<file path="src/rtl/pipe_slice.sv">
// pipe_slice: fully registered valid/ready pipeline slice (two-entry skid
// buffer). Every output comes straight from a flop, so neither the ready
// path nor the valid/data path has a combinational route through the slice.
// Sustains one word per clock, strict FIFO order, no loss or duplication.
//
// Ports:
//   clk        clock, all state changes on posedge
//   rst        synchronous active-high reset (takes priority over clr)
//   clr        synchronous flush; empties the slice, data registers untouched
//   in_valid   upstream word offered
//   in_ready   slice can accept (registered)
//   in_data    upstream word
//   out_valid  downstream word offered (registered)
//   out_ready  downstream accepts
//   out_data   downstream word (registered, main register)
//   count      words held, 0..2 (registered)
module pipe_slice #(
  parameter int N = 32
) (
  input  logic         clk,
  input  logic         rst,
  input  logic         clr,
  input  logic         in_valid,
  output logic         in_ready,
  input  logic [N-1:0] in_data,
  output logic         out_valid,
  input  logic         out_ready,
  output logic [N-1:0] out_data,
  output logic [1:0]   count
);

  // Encoding equals the number of words held, so count is the next state.
  localparam logic [1:0] ST_EMPTY = 2'd0;
  localparam logic [1:0] ST_BUSY  = 2'd1;
  localparam logic [1:0] ST_FULL  = 2'd2;

  logic [1:0]   state_p0;
  logic [1:0]   state_nx;
  logic [N-1:0] main_p0;
  logic [N-1:0] skid_p0;
  logic         accept;
  logic         send;
  logic         ld_main_in;
  logic         ld_main_skid;
  logic         ld_skid;

  // ---- handshake decode and next-state logic ----
  always_comb begin
    accept       = in_valid & in_ready;
    send         = out_valid & out_ready;
    state_nx     = state_p0;
    ld_main_in   = 1'b0;
    ld_main_skid = 1'b0;
    ld_skid      = 1'b0;
    case (state_p0)
      ST_EMPTY: begin
        if (accept) begin
          ld_main_in = 1'b1;
          state_nx   = ST_BUSY;
        end
      end
      ST_BUSY: begin
        if (accept && send) begin
          ld_main_in = 1'b1;
        end else if (accept) begin
          ld_skid  = 1'b1;
          state_nx = ST_FULL;
        end else if (send) begin
          state_nx = ST_EMPTY;
        end
      end
      ST_FULL: begin
        if (send) begin
          ld_main_skid = 1'b1;
          state_nx     = ST_BUSY;
        end
      end
      default: state_nx = ST_EMPTY;
    endcase
    // A flush drops everything held plus any word accepted this cycle;
    // the data registers simply keep their old contents.
    if (clr) begin
      state_nx     = ST_EMPTY;
      ld_main_in   = 1'b0;
      ld_main_skid = 1'b0;
      ld_skid      = 1'b0;
    end
  end

  // ---- control registers: outputs are precomputed from the next state ----
  always_ff @(posedge clk) begin
    if (rst) begin
      state_p0  <= ST_EMPTY;
      out_valid <= 1'b0;
      in_ready  <= 1'b0;
      count     <= 2'd0;
    end else begin
      state_p0  <= state_nx;
      out_valid <= (state_nx != ST_EMPTY);
      in_ready  <= (state_nx != ST_FULL);
      count     <= state_nx;
    end
  end

  // ---- data registers ----
  always_ff @(posedge clk) begin
    if (rst) begin
      main_p0 <= '0;
      skid_p0 <= '0;
    end else begin
      if (ld_main_in) begin
        main_p0 <= in_data;
      end else if (ld_main_skid) begin
        main_p0 <= skid_p0;
      end
      if (ld_skid) begin
        skid_p0 <= in_data;
      end
    end
  end

  assign out_data = main_p0;

endmodule

</file>
<file path="config.mk">
export PLATFORM = sky130hd
export DESIGN_NAME = pipe_slice
export DESIGN_NICKNAME = d
export VERILOG_FILES = /design/src/rtl/pipe_slice.sv
export SDC_FILE = /design/constraint.sdc
export NUM_CORES = 1
export LEC_CHECK = 0
export ABC_AREA = 1
export BUFFER_PORTS_ARGS = -buffer_cell sky130_fd_sc_hd__buf_2
export CORE_UTILIZATION = 30
export DETAILED_ROUTE_END_ITERATION = 8
export SLEW_MARGIN = 20
export SYNTH_ARGS = -nofsm -noshare
export SYNTH_HDL_FRONTEND = slang
export SYNTH_SLANG_ARGS = --single-unit
</file>
<file path="constraint.sdc">
create_clock -name clk -period 2.19 [get_ports clk]
set_input_delay 0.219 -clock clk [delete_from_list [all_inputs] [get_ports clk]]
set_output_delay 0.219 -clock clk [all_outputs]
set_load 0.01 [all_outputs]
</file>
==> results of run 1 <==
[logic make-up (layout without fill, tap and decap cells)]
kind of cell,count (synthesis),count (layout),synth area share (%)
AND/OR/NAND/NOR,236,236,35.7
flip-flops,68,68,42.6
AO/OA/AOI/OAI,69,69,10.9
buffers and inverters,80,140,10.8
[worst max-delay path: cells and delay by family, from the launching register on]
| family | cells | cell delay [ps] |
|---|---|---|
| DFF | 1 | 320 |
| and+or+nand+nor | 5 | 930 |
| buffers and inverters | 1 | 290 |
| AOI/OAI and AO/OA | 1 | 120 |
[power groups by stage]
| stage | sequential [mW] | clock (mW) | combinational, mW |
|---|---|---|---|
| after CTS | 1.30 | 1.06 | 0.319 |
| after floorplan | 1.34 | 0 | 0.172 |
| final | 1.30 | 1.03 | 0.319 |
| after detailed placement | 1.33 | 0 | 0.318 |
| after global routing | 1.30 | 1.11 | 0.357 |
| after global placement | 1.33 | 0 | 0.314 |
[flip-flops by register name, indices dropped and copies added, names as in the netlist]
name / cells
skid_p0: 32
out_data: 32
out_valid: 1
state_p0: 2
in_ready: 1
[worst max path at each step]
stage | from | end | slack (ps) | cells after the start
after CTS | in_ready | out_data[22] | 440 | 7
after global placement | in_ready | out_data[22] | 500 | 7
after floorplan | in_ready | skid_p0[10] | 870 | 6
after global routing | in_ready | out_data[15] | 280 | 7
after detailed placement | in_ready | out_data[22] | 450 | 7
final | in_ready | out_data[22] | 440 | 7
[cells in the final DEF, fill, tap and decap left out]
master / synthesis / layout
clkinv_2: 0 / 2
nand2_2: 1 / 1
nor2_1: 65 / 65
inv_2: 2 / 2
nand3_2: 1 / 1
nand4_1: 64 / 64
o21ai_0: 33 / 33
a21oi_1: 34 / 34
dfxtp_1: 68 / 68
buf_12: 0 / 1
clkbuf_1: 17 / 2
clkinv_1: 1 / 1
and2_1: 2 / 2
inv_1: 36 / 36
nand3_1: 32 / 32
buf_2: 15 / 72
clkinv_4: 0 / 1
nor2_8: 1 / 1
buf_4: 1 / 12
bufinv_16: 0 / 1
nand4_2: 1 / 1
o211ai_1: 1 / 1
nor2_2: 1 / 1
nand2_1: 67 / 67
clkbuf_8: 0 / 10
nand3_4: 1 / 1
a31oi_1: 1 / 1
[through the flow]
step | setup WS (ps) | hold WS, ps | std cells | utilization, %
after global routing | 281 | 161 | 649 | 37.1
after detailed placement | 452 | 471 | 633 | 35.2
final | 437 | 149 | 649 | 37.1
after floorplan | 874 | 381 | 453 | -
after CTS | 442 | 135 | 649 | 37.1
after global placement | 503 | 463 | 633 | 35.2
[final cells by class]
cell class,count,area share (%)
inverters,39,3.82
flip-flops and latches,68,35.5
repair buffers,85,12.3
clock inverters,4,1.27
multi-input cells,305,38.9
well taps,136,4.44
clock buffers,12,3.79
[routing by layer]
layer | track usage (%) | vias to the layer above | routed length (um)
met5 | 0 | - | 0
met4 | 6.54 | 0 | 121
met3 | 3.53 | 11 | 544
met2 | 28.4 | 108 | 4460
met1 | 25.1 | 1575 | 4510
li1 | - | 1640 | -
==> summary.txt, run 1 <==
Outcome
  • Status: finished clean

Worst setup path
  • R2r worst-path depth: 7
  • Crit path capture type: flop
  • RR Startpoint: in_ready
  • Worst Path Max Fanout: 39
  • Worst path required time: 2460 ps
  • Arrival time worst endpoint: 2030 ps
  • CP startpoint kind: flop
  • Reg2reg end: out_data[22]
  • Crit path top cell by count: nand2_1
  • Critical Path Max Stage Delay: 330 ps
  • R2R Setup Slk: 440 ps
  • Setup CP Type: flop to flop
  • Critical-path cell list: nand2_1 -> nor2_8 -> nand3_4 -> buf_12 -> nand2_1 -> nand2_1 -> a21oi_1
  • CP max stage cell: nand3_4

Synth
  • Cell variety after synth: 24
  • Sequential area share after synthesis: 42.6%
  • Yosys top cell by area: dfxtp_1
  • Post-Syn Nets: 490
  • Synth top area cells: dfxtp_1 43%, nand4_1 13%, nand2_1 7.9%, nor2_1 7.6%, a21oi_1 5.3%
  • Prevailing post-synth register cell: dfxtp_1
  • Post-Synthesis Cell Area: 0.00320 mm2
  • Yosys warnings: 0
  • Mapped Cells: 453
  • Synth cell count leaders: 68 x dfxtp_1, 67 x nand2_1, 65 x nor2_1
  • Number of synthesized register bits: 68
  • Yosys top cell area share: 42.6%
  • Mean post-synth cell area: 7.06 um2
  • Cell with the most instances after synthesis: dfxtp_1
  • Post-synth ARST share: 0%
  • Post-synth EDFFs: 0

Detailed routing
  • DRT Wirelength: 9640 um
  • Drt initial violations: 216
  • Via count: 3334
  • First-pass DRT Iterations: 4
  • Post-DRT Antenna Nets: 0
  • Vias per inst: 5.14
  • Post-DR wirelength/cell: 14.9 um
  • DRC errors left: 0

Power and ir drop
  • Clk network pwr share: 38.9%
  • Net Sw Power: 0.703 mW
  • PD cells: 691 mW/mm2
  • Maximum vdd drop: 0.266 mV
  • Gate power share: 12.1%
  • P_leak: 1.74 nW
  • Switching Share: 26.5%
  • P_int: 1.95 mW
  • Total power: 2.65 mW
  • Sequential fraction of design power: 49.1%

Finish
  • Sequential Area: 0.00136 mm2
  • Nets: 545
  • Layout area overhead: 19.9%
  • Multi-input gate area: 0.00149 mm2
  • Share of post-route cells with drive strength above 1: 20.9%
  • Fill cell count: 1114
  • ANT cells: 0
  • Cell area after layout: 0.00383 mm2

Hold path
  • Hold Path Origin: in_data[30]
  • Worst hold path stage count: 3
  • WHS Endpoint: skid_p0[30]
  • Worst min-delay path class: primary input to flop

CTS
  • H-tree lvl count: 3
  • CTS Hold Bufs: 0
  • Root Buffer: clkbuf_8
  • CTS Buf Count: 9
  • Clock Latency Late Sink: 340 ps
  • Clock-pin slew on the worst setup and hold paths: 70 ps
  • Post-CTS Setup Repair Bufs: 0
  • Post-CTS Resized: 0
  • TritonCTS Sinks: 68
  • CTS Buffer Depth: 2
  • CTS tree: built

STA
  • Worst slew pin tran: 613 ps
  • Setup Viol. Count Final: 0
  • RSZ-0062 raised after global routing: no
  • Setup_tns: 0 ps
  • Worst Clk Skew: 6.33 ps
  • Fin. Hold Viols: 0
  • Fmax: 570 MHz
  • Pins over their slew limit: 0
  • Final period util: 80.0%
  • Worst slew margin: 59.0%
  • Fin crit period: 1750 ps

Global route
  • Initial antenna violation count: 0
  • Number of global-route vias before repair: 3234
  • Pin count of the biggest net entering global routing: 40
  • Global Route Usage Sum: 18.3%
  • Gr ovfl total: 0
  • First-pass GRT wire length: 16100 um

Die
  • Die span in x: 105 um
  • Initial core utilization: 31.0%
  • Ports: 73
  • # rows: 37
  • Core Box Area: 0.0103 mm2
  • Die ar.: 0.0111 mm2
  • Die H: 105 um

Run
  • Max Cap Viol: 0

Place
  • DP HPWL: 6010 um
  • Placer congestion estimate: 0.774
  • I/O Buffers: 72
  • Placed cell areas: 0.00364 mm2
Power figures use the tool's default switching activity.
==> inputs of run 2 (changes only) <==
Clock period 2.19 ns to 1.75 ns, I/O delays scaled along.
==> run 2 against run 1 <==
Wire length decreased by 1.8%. Largest cell class unchanged. Clock-buffer cell count decreased by 2. Critical endpoint is now count[1]. Clock power increased by 21%. Combinational power increased by 28%. Via count increased by 0.33%. Setup slack got worse by 120 ps. Global-route usage decreased by 0.75 points. Clock skew increased by 1.9 ps. Worst hold slack got worse by 42 ps. Flip-flop and latch count unchanged. Critical path depth decreased by 5. Critical path type is now flop to output port.
==> summary.txt, run 2 (synthesis gave the netlist of run 1 again) <==
Hold path
  • WHS Endpoint: skid_p0[28]
  • Worst min-delay path class: primary input to flop
  • Hold Path Origin: in_data[28]
  • Worst hold path stage count: 3 (unchanged)

Die
  • Ports: 73 (unchanged)
  • Initial core utilization: 31.0% (unchanged)
  • # rows: 37 (unchanged)
  • Core Box Area: 0.0103 mm2 (unchanged)
  • Die H: 105 um (unchanged)
  • Die span in x: 105 um (unchanged)
  • Die ar.: 0.0111 mm2 (unchanged)

STA
  • Final WS setup: 319 ps (-118 ps)
  • Worst slew margin: 71.4% (+12 points)
  • Final period util: 81.7%
  • Hold Slack: 107 ps (-41.7 ps)
  • Worst slew pin tran: 428 ps (-186 ps)
  • RSZ-0062 raised after global routing: no
  • Fin crit period: 1430 ps
  • Worst Clk Skew: 8.21 ps (+1.88 ps)
  • Setup_tns: 0 ps (unchanged)
  • Pins over their slew limit: 0 (unchanged)
  • Fin. Hold Viols: 0 (unchanged)
  • Fmax: 699 MHz
  • Setup Viol. Count Final: 0 (unchanged)

Place
  • DP HPWL: 6280 um (+4.6%)
  • I/O Buffers: 72 (unchanged)
  • Place WS: 356 ps (-96.3 ps)
  • Placer congestion estimate: 0.758 (-2.1%)

Finish
  • ANT cells: 0 (unchanged)
  • Commonest non-fill, non-tap cell in the layout: buf_2
  • Share of post-route cells with drive strength above 1: 22.0% (+1.2 points)
  • Nets: 553 (+1.5%)
  • Fill cell count: 1109 (-0.45%)
  • Post-layout util: 37.8% (+0.67 points)
  • Layout area overhead: 22.0%
  • Most frequent cells in the layout: 72 x buf_2, 68 x dfxtp_1, 67 x nand2_1

Worst setup path
  • Reg2reg end: skid_p0[25]
  • CP max stage cell: dfxtp_1
  • Worst path required time: 1570 ps (-890 ps)
  • Crit path capture type: output port
  • Setup CP Type: flop to output port
  • Critical-path cell list: buf_4 -> buf_2
  • R2r worst-path depth: 6 (-1)
  • Arrival time worst endpoint: 1260 ps (-770 ps)
  • Critical Path Max Stage Delay: 440 ps (+110 ps)
  • RR Startpoint: in_ready
  • Bufs and invs on worst path: 2 (+1)
  • Worst path top cell family by delay: buffers and inverters
  • Worst Path Max Fanout: 21 (-46%)
  • CP startpoint kind: flop
  • R2R Setup Slk: 340 ps (-100 ps)

Global route
  • Initial antenna violation count: 0 (unchanged)
  • Global Route Usage Sum: 17.5% (-0.75 points)
  • First-pass GRT wire length: 15500 um (-4.1%)
  • Pin count of the biggest net entering global routing: 39 (-2.5%)
  • Number of global-route vias before repair: 3065 (-5.2%)
  • Gr ovfl total: 0 (unchanged)

Power and ir drop
  • PD cells: 841 mW/mm2 (+22%)
  • P_leak: 1.78 nW (+2.3%)
  • Maximum vdd drop: 0.282 mV (+5.9%)

CTS
  • H-tree lvl count: 3 (unchanged)
  • Clock Latency Late Sink: 340 ps (about the same)
  • Post-CTS Setup Repair Bufs: 0 (unchanged)
  • Root Buffer: clkbuf_8
  • CTS Buffer Depth: 2 (unchanged)
  • TritonCTS Sinks: 68 (unchanged)
  • CTS Buf Count: 9 (unchanged)
  • Post-CTS Resized: 0 (unchanged)
  • Clock-pin slew on the worst setup and hold paths: 70 ps (about the same)
  • CTS Hold Bufs: 0 (unchanged)
  • CTS tree: built

Detailed routing
  • First-pass DRT Iterations: 6 (+2)
  • Vias per inst: 5.11 (-0.44%)
  • DRT Wirelength: 9470 um (-1.8%)
  • Post-DRT Antenna Nets: 0 (unchanged)
  • Via count: 3345 (+0.33%)
  • Drt initial violations: 231 (+6.9%)
  • DRC errors left: 0 (unchanged)
  • Post-DR wirelength/cell: 14.5 um (-2.5%)

Outcome
  • Status: finished clean

Run
  • Max Cap Viol: 0 (unchanged)
[run 2: cell count changes in the layout (fill, tap and decap cells not counted)]
cell,before,now
clkbuf_1,2,0
buf_12,1,3
clkinv_4,1,0
buf_4,12,18
[run 2: area by class of cell]
| class | instances | area, um2 | area share (%) |
|---|---|---|---|
| Multi-Input combinational cell | 305 | 1490 | 38.2 |
| Tap cell | 136 | 170 | 4.36 |
| Clock buffer | 10 | 138 | 3.53 |
| Inverter | 39 | 146 | 3.75 |
| Sequential cell | 68 | 1360 | 34.9 |
| Clock inverter | 3 | 40.0 | 1.03 |
| Timing Repair Buffer | 93 | 556 | 14.2 |
[run 2: tightest hold or removal path, stage by stage]
cell	delay [ps]
buf_2	90
o21ai_0	70
nor2_1	80
[run 2: how the worst max path moves through the flow]
stage	endpoint	slack (ps)	start	cells past startpoint
after floorplan	skid_p0[10]	430	in_ready	6
after global placement	skid_p0[20]	400	in_ready	7
after detailed placement	in_ready	360	state_p0[1]	5
after CTS	count[1]	300	state_p0[1]	2
after global routing	skid_p0[27]	230	in_ready	6
final	count[1]	320	state_p0[1]	2
[run 2: report_power, final]
part	internal, mW	switching, mW	leakage, nW	total [mW]
sequential	1.60	0.0272	0.552	1.63
combinational	0.154	0.255	1.14	0.409
clock	0.669	0.579	0.0939	1.25
total	2.42	0.861	1.78	3.28
[run 2: metrics by stage]
stage	std cells	cell area, um2	power, mW
2_1_floorplan	453	3200	1.89
3_3_place_gp	641	3720	2.07
3_5_place_dp	641	3720	2.07
4_1_cts	654	3900	3.31
5_1_grt	654	3900	3.45
6_report	654	3900	3.28
[run 2: routing by layer]
metal	share of wire (%)	vias to the layer above	GRT usage, %
met5	0	-	0
met4	1.5	0	6.04
met3	6.0	11	4.14
met2	45	113	26.6
met1	47	1569	24.2
li1	-	1652	-
==> inputs of run 3 (changes only) <==
Clock period 1.75 ns to 1.5 ns, I/O delays scaled along.
==> run 3 against run 2 <==
Sequential power is 17% higher. Setup slack worse by 230 ps. Power up 33%. Register-to-register slack got worse by 220 ps. Combinational power grew 18%. Critical path depth is the same. Final cell count up 1.1%. Clock-buffer cell count unchanged. Clock power is 59% higher. Critical path type unchanged. Largest cell class unchanged. Largest power group is now the clock network.
==> summary.txt, run 3 (synthesis gave the netlist of run 1 again) <==
Worst setup path
  • Crit. Startpoint: state_p0[1]
  • CP startpoint kind: flop
  • Worst path required time: 1350 ps (-220 ps)
  • Critical-path cell list: buf_4 -> buf_2
  • Crit path capture type: output port
  • Setup CP Type: flop to output port
  • Worst Path Max Fanout: 9 (-57%)
  • Arrival time worst endpoint: 1260 ps (about the same)
  • Critical Path Max Stage Delay: 540 ps (+100 ps)
  • RR Startpoint: state_p0[0]
  • CP max stage cell: dfxtp_1

STA
  • Setup_tns: 0 ps (unchanged)
  • Worst slew pin tran: 424 ps (-3.65 ps)
  • Final period util: 94.2%
  • RSZ-0062 raised after global routing: no
  • Fin. Hold Viols: 0 (unchanged)
  • Pins over their slew limit: 0 (unchanged)
  • Final WS setup: 86.8 ps (-233 ps)
  • Worst slew margin: 71.7% (+0.24 points)
  • Setup Viol. Count Final: 0 (unchanged)
  • Hold Slack: 72.6 ps (-34.4 ps)
  • Worst Clk Skew: 10.3 ps (+2.12 ps)
  • Fmax: 708 MHz
  • Fin crit period: 1410 ps

Detailed routing
  • Post-DR wirelength/cell: 14.5 um (about the same)
  • Drt initial violations: 176 (-24%)
  • DRT Wirelength: 9570 um (+1.0%)
  • DRC errors left: 0 (unchanged)
  • Vias per inst: 5.02 (-1.9%)
  • Post-DRT Antenna Nets: 0 (unchanged)
  • First-pass DRT Iterations: 4 (-2)
  • Via count: 3316 (-0.87%)

Global route
  • Gr ovfl total: 0 (unchanged)
  • Global Route Usage Sum: 17.8% (+0.30 points)
  • First-pass GRT wire length: 15500 um (+0.49%)
  • Initial antenna violation count: 0 (unchanged)
  • Pin count of the biggest net entering global routing: 65 (+67%)
  • Number of global-route vias before repair: 3134 (+2.3%)

Die
  • Die H: 105 um (unchanged)
  • Core Box Area: 0.0103 mm2 (unchanged)
  • # rows: 37 (unchanged)
  • Ports: 73 (unchanged)
  • Die ar.: 0.0111 mm2 (unchanged)
  • Die span in x: 105 um (unchanged)
  • Initial core utilization: 31.0% (unchanged)

Outcome
  • Status: finished clean

CTS
  • CTS Buf Count: 9 (unchanged)
  • CTS tree: built
  • TritonCTS Sinks: 68 (unchanged)
  • CTS Buffer Depth: 2 (unchanged)
  • Clock Latency Late Sink: 340 ps (about the same)
  • Clock-pin slew on the worst setup and hold paths: 80 ps (about the same)
  • Root Buffer: clkbuf_8
  • H-tree lvl count: 3 (unchanged)

Power and ir drop
  • Gate power share: 11.0% (-1.5 points)
  • Net Sw Power: 1.05 mW (+22%)
  • Sequential fraction of design power: 43.4% (-6.1 points)
  • P_int: 3.32 mW (+37%)
  • Switching Share: 24.1% (-2.2 points)
  • P_leak: 1.84 nW (+3.1%)
  • Total power: 4.37 mW (+33%)
  • Maximum vdd drop: 0.502 mV (+78%)
  • PD cells: 1080 mW/mm2 (+29%)
  • Clk network pwr share: 45.6% (+7.6 points)

Finish
  • Cell area after layout: 0.00403 mm2 (+3.4%)
  • Non-filler cells, final: 661 (+1.1%)
  • ANT cells: 0 (unchanged)
  • Multi-input gate area: 0.00149 mm2 (+0.17%)
  • Post-layout util: 39.1% (+1.3 points)
  • Fill cell count: 1092 (-1.5%)
  • Most frequent cells in the layout: 72 x buf_2, 68 x dfxtp_1, 66 x nand2_1
  • Share of post-route cells with drive strength above 1: 23.0% (+1.0 points)
  • Commonest non-fill, non-tap cell in the layout: buf_2
  • Layout area overhead: 26.1%
  • Sequential Area: 0.00136 mm2 (unchanged)
  • Nets: 557 (+0.72%)

Hold path
  • Hold Path Origin: in_data[24]
  • Worst min-delay path class: primary input to flop

Place
  • DP Cell Count: 644 (+0.47%)
  • I/O Buffers: 72 (unchanged)
  • Placed cell areas: 0.00376 mm2 (+0.94%)
  • DP HPWL: 6450 um (+2.8%)
  • Place WS: 73.4 ps (-282 ps)
  • Placer congestion estimate: 0.785 (+3.6%)

Run
  • Max Cap Viol: 0 (unchanged)
run 3: power by group through the flow:
stage	clock [mW]	sequential, mW	combinational [mW]
after global routing	2.12	1.90	0.534
final	1.99	1.90	0.482
after floorplan	0	1.96	0.252
after CTS	2.03	1.90	0.478
after detailed placement	0	1.94	0.476
after global placement	0	1.94	0.474
run 3: area by class of cell:
| cell class | count | share of cell area, % |
|---|---|---|
| multi-input combinational | 305 | 37.0 |
| sequential | 68 | 33.8 |
| timing repair buffer | 97 | 14.8 |
| tap | 136 | 4.22 |
| inverter | 39 | 3.63 |
| clock inverter | 6 | 3.38 |
| clock buffer | 10 | 3.16 |
run 3: repair_timing:
item | 4_1_cts | 5_1_grt
hold buffers | 0 | 0
setup endpoints to repair | 0 | 38
buffers inserted | 0 | 1
gates resized for setup | 0 | 1
run 3: critical path: cells and delay by family (launching register included):
family   cells  cell delay [ps]
buf+inv      2              390
flops        1              540
run 3: per-layer routing:
layer | track usage (%) | wire length, um | vias up | part of all wire, %
met5 | 0 | 0 | - | 0
met2 | 26.6 | 4330 | 99 | 45
met4 | 7.44 | 191 | 0 | 2.0
li1 | - | - | 1657 | -
met3 | 4.58 | 474 | 19 | 5.0
met1 | 24.2 | 4570 | 1541 | 48
run 3: final timing paths:
check                                     to  slack [ps]  cells past startpoint
worst max-delay path                count[1]          90                      2
worst min-delay path             skid_p0[24]          70                      3
worst max register to register  out_data[31]         120                      6
worst min register to register  out_data[29]         480                      2
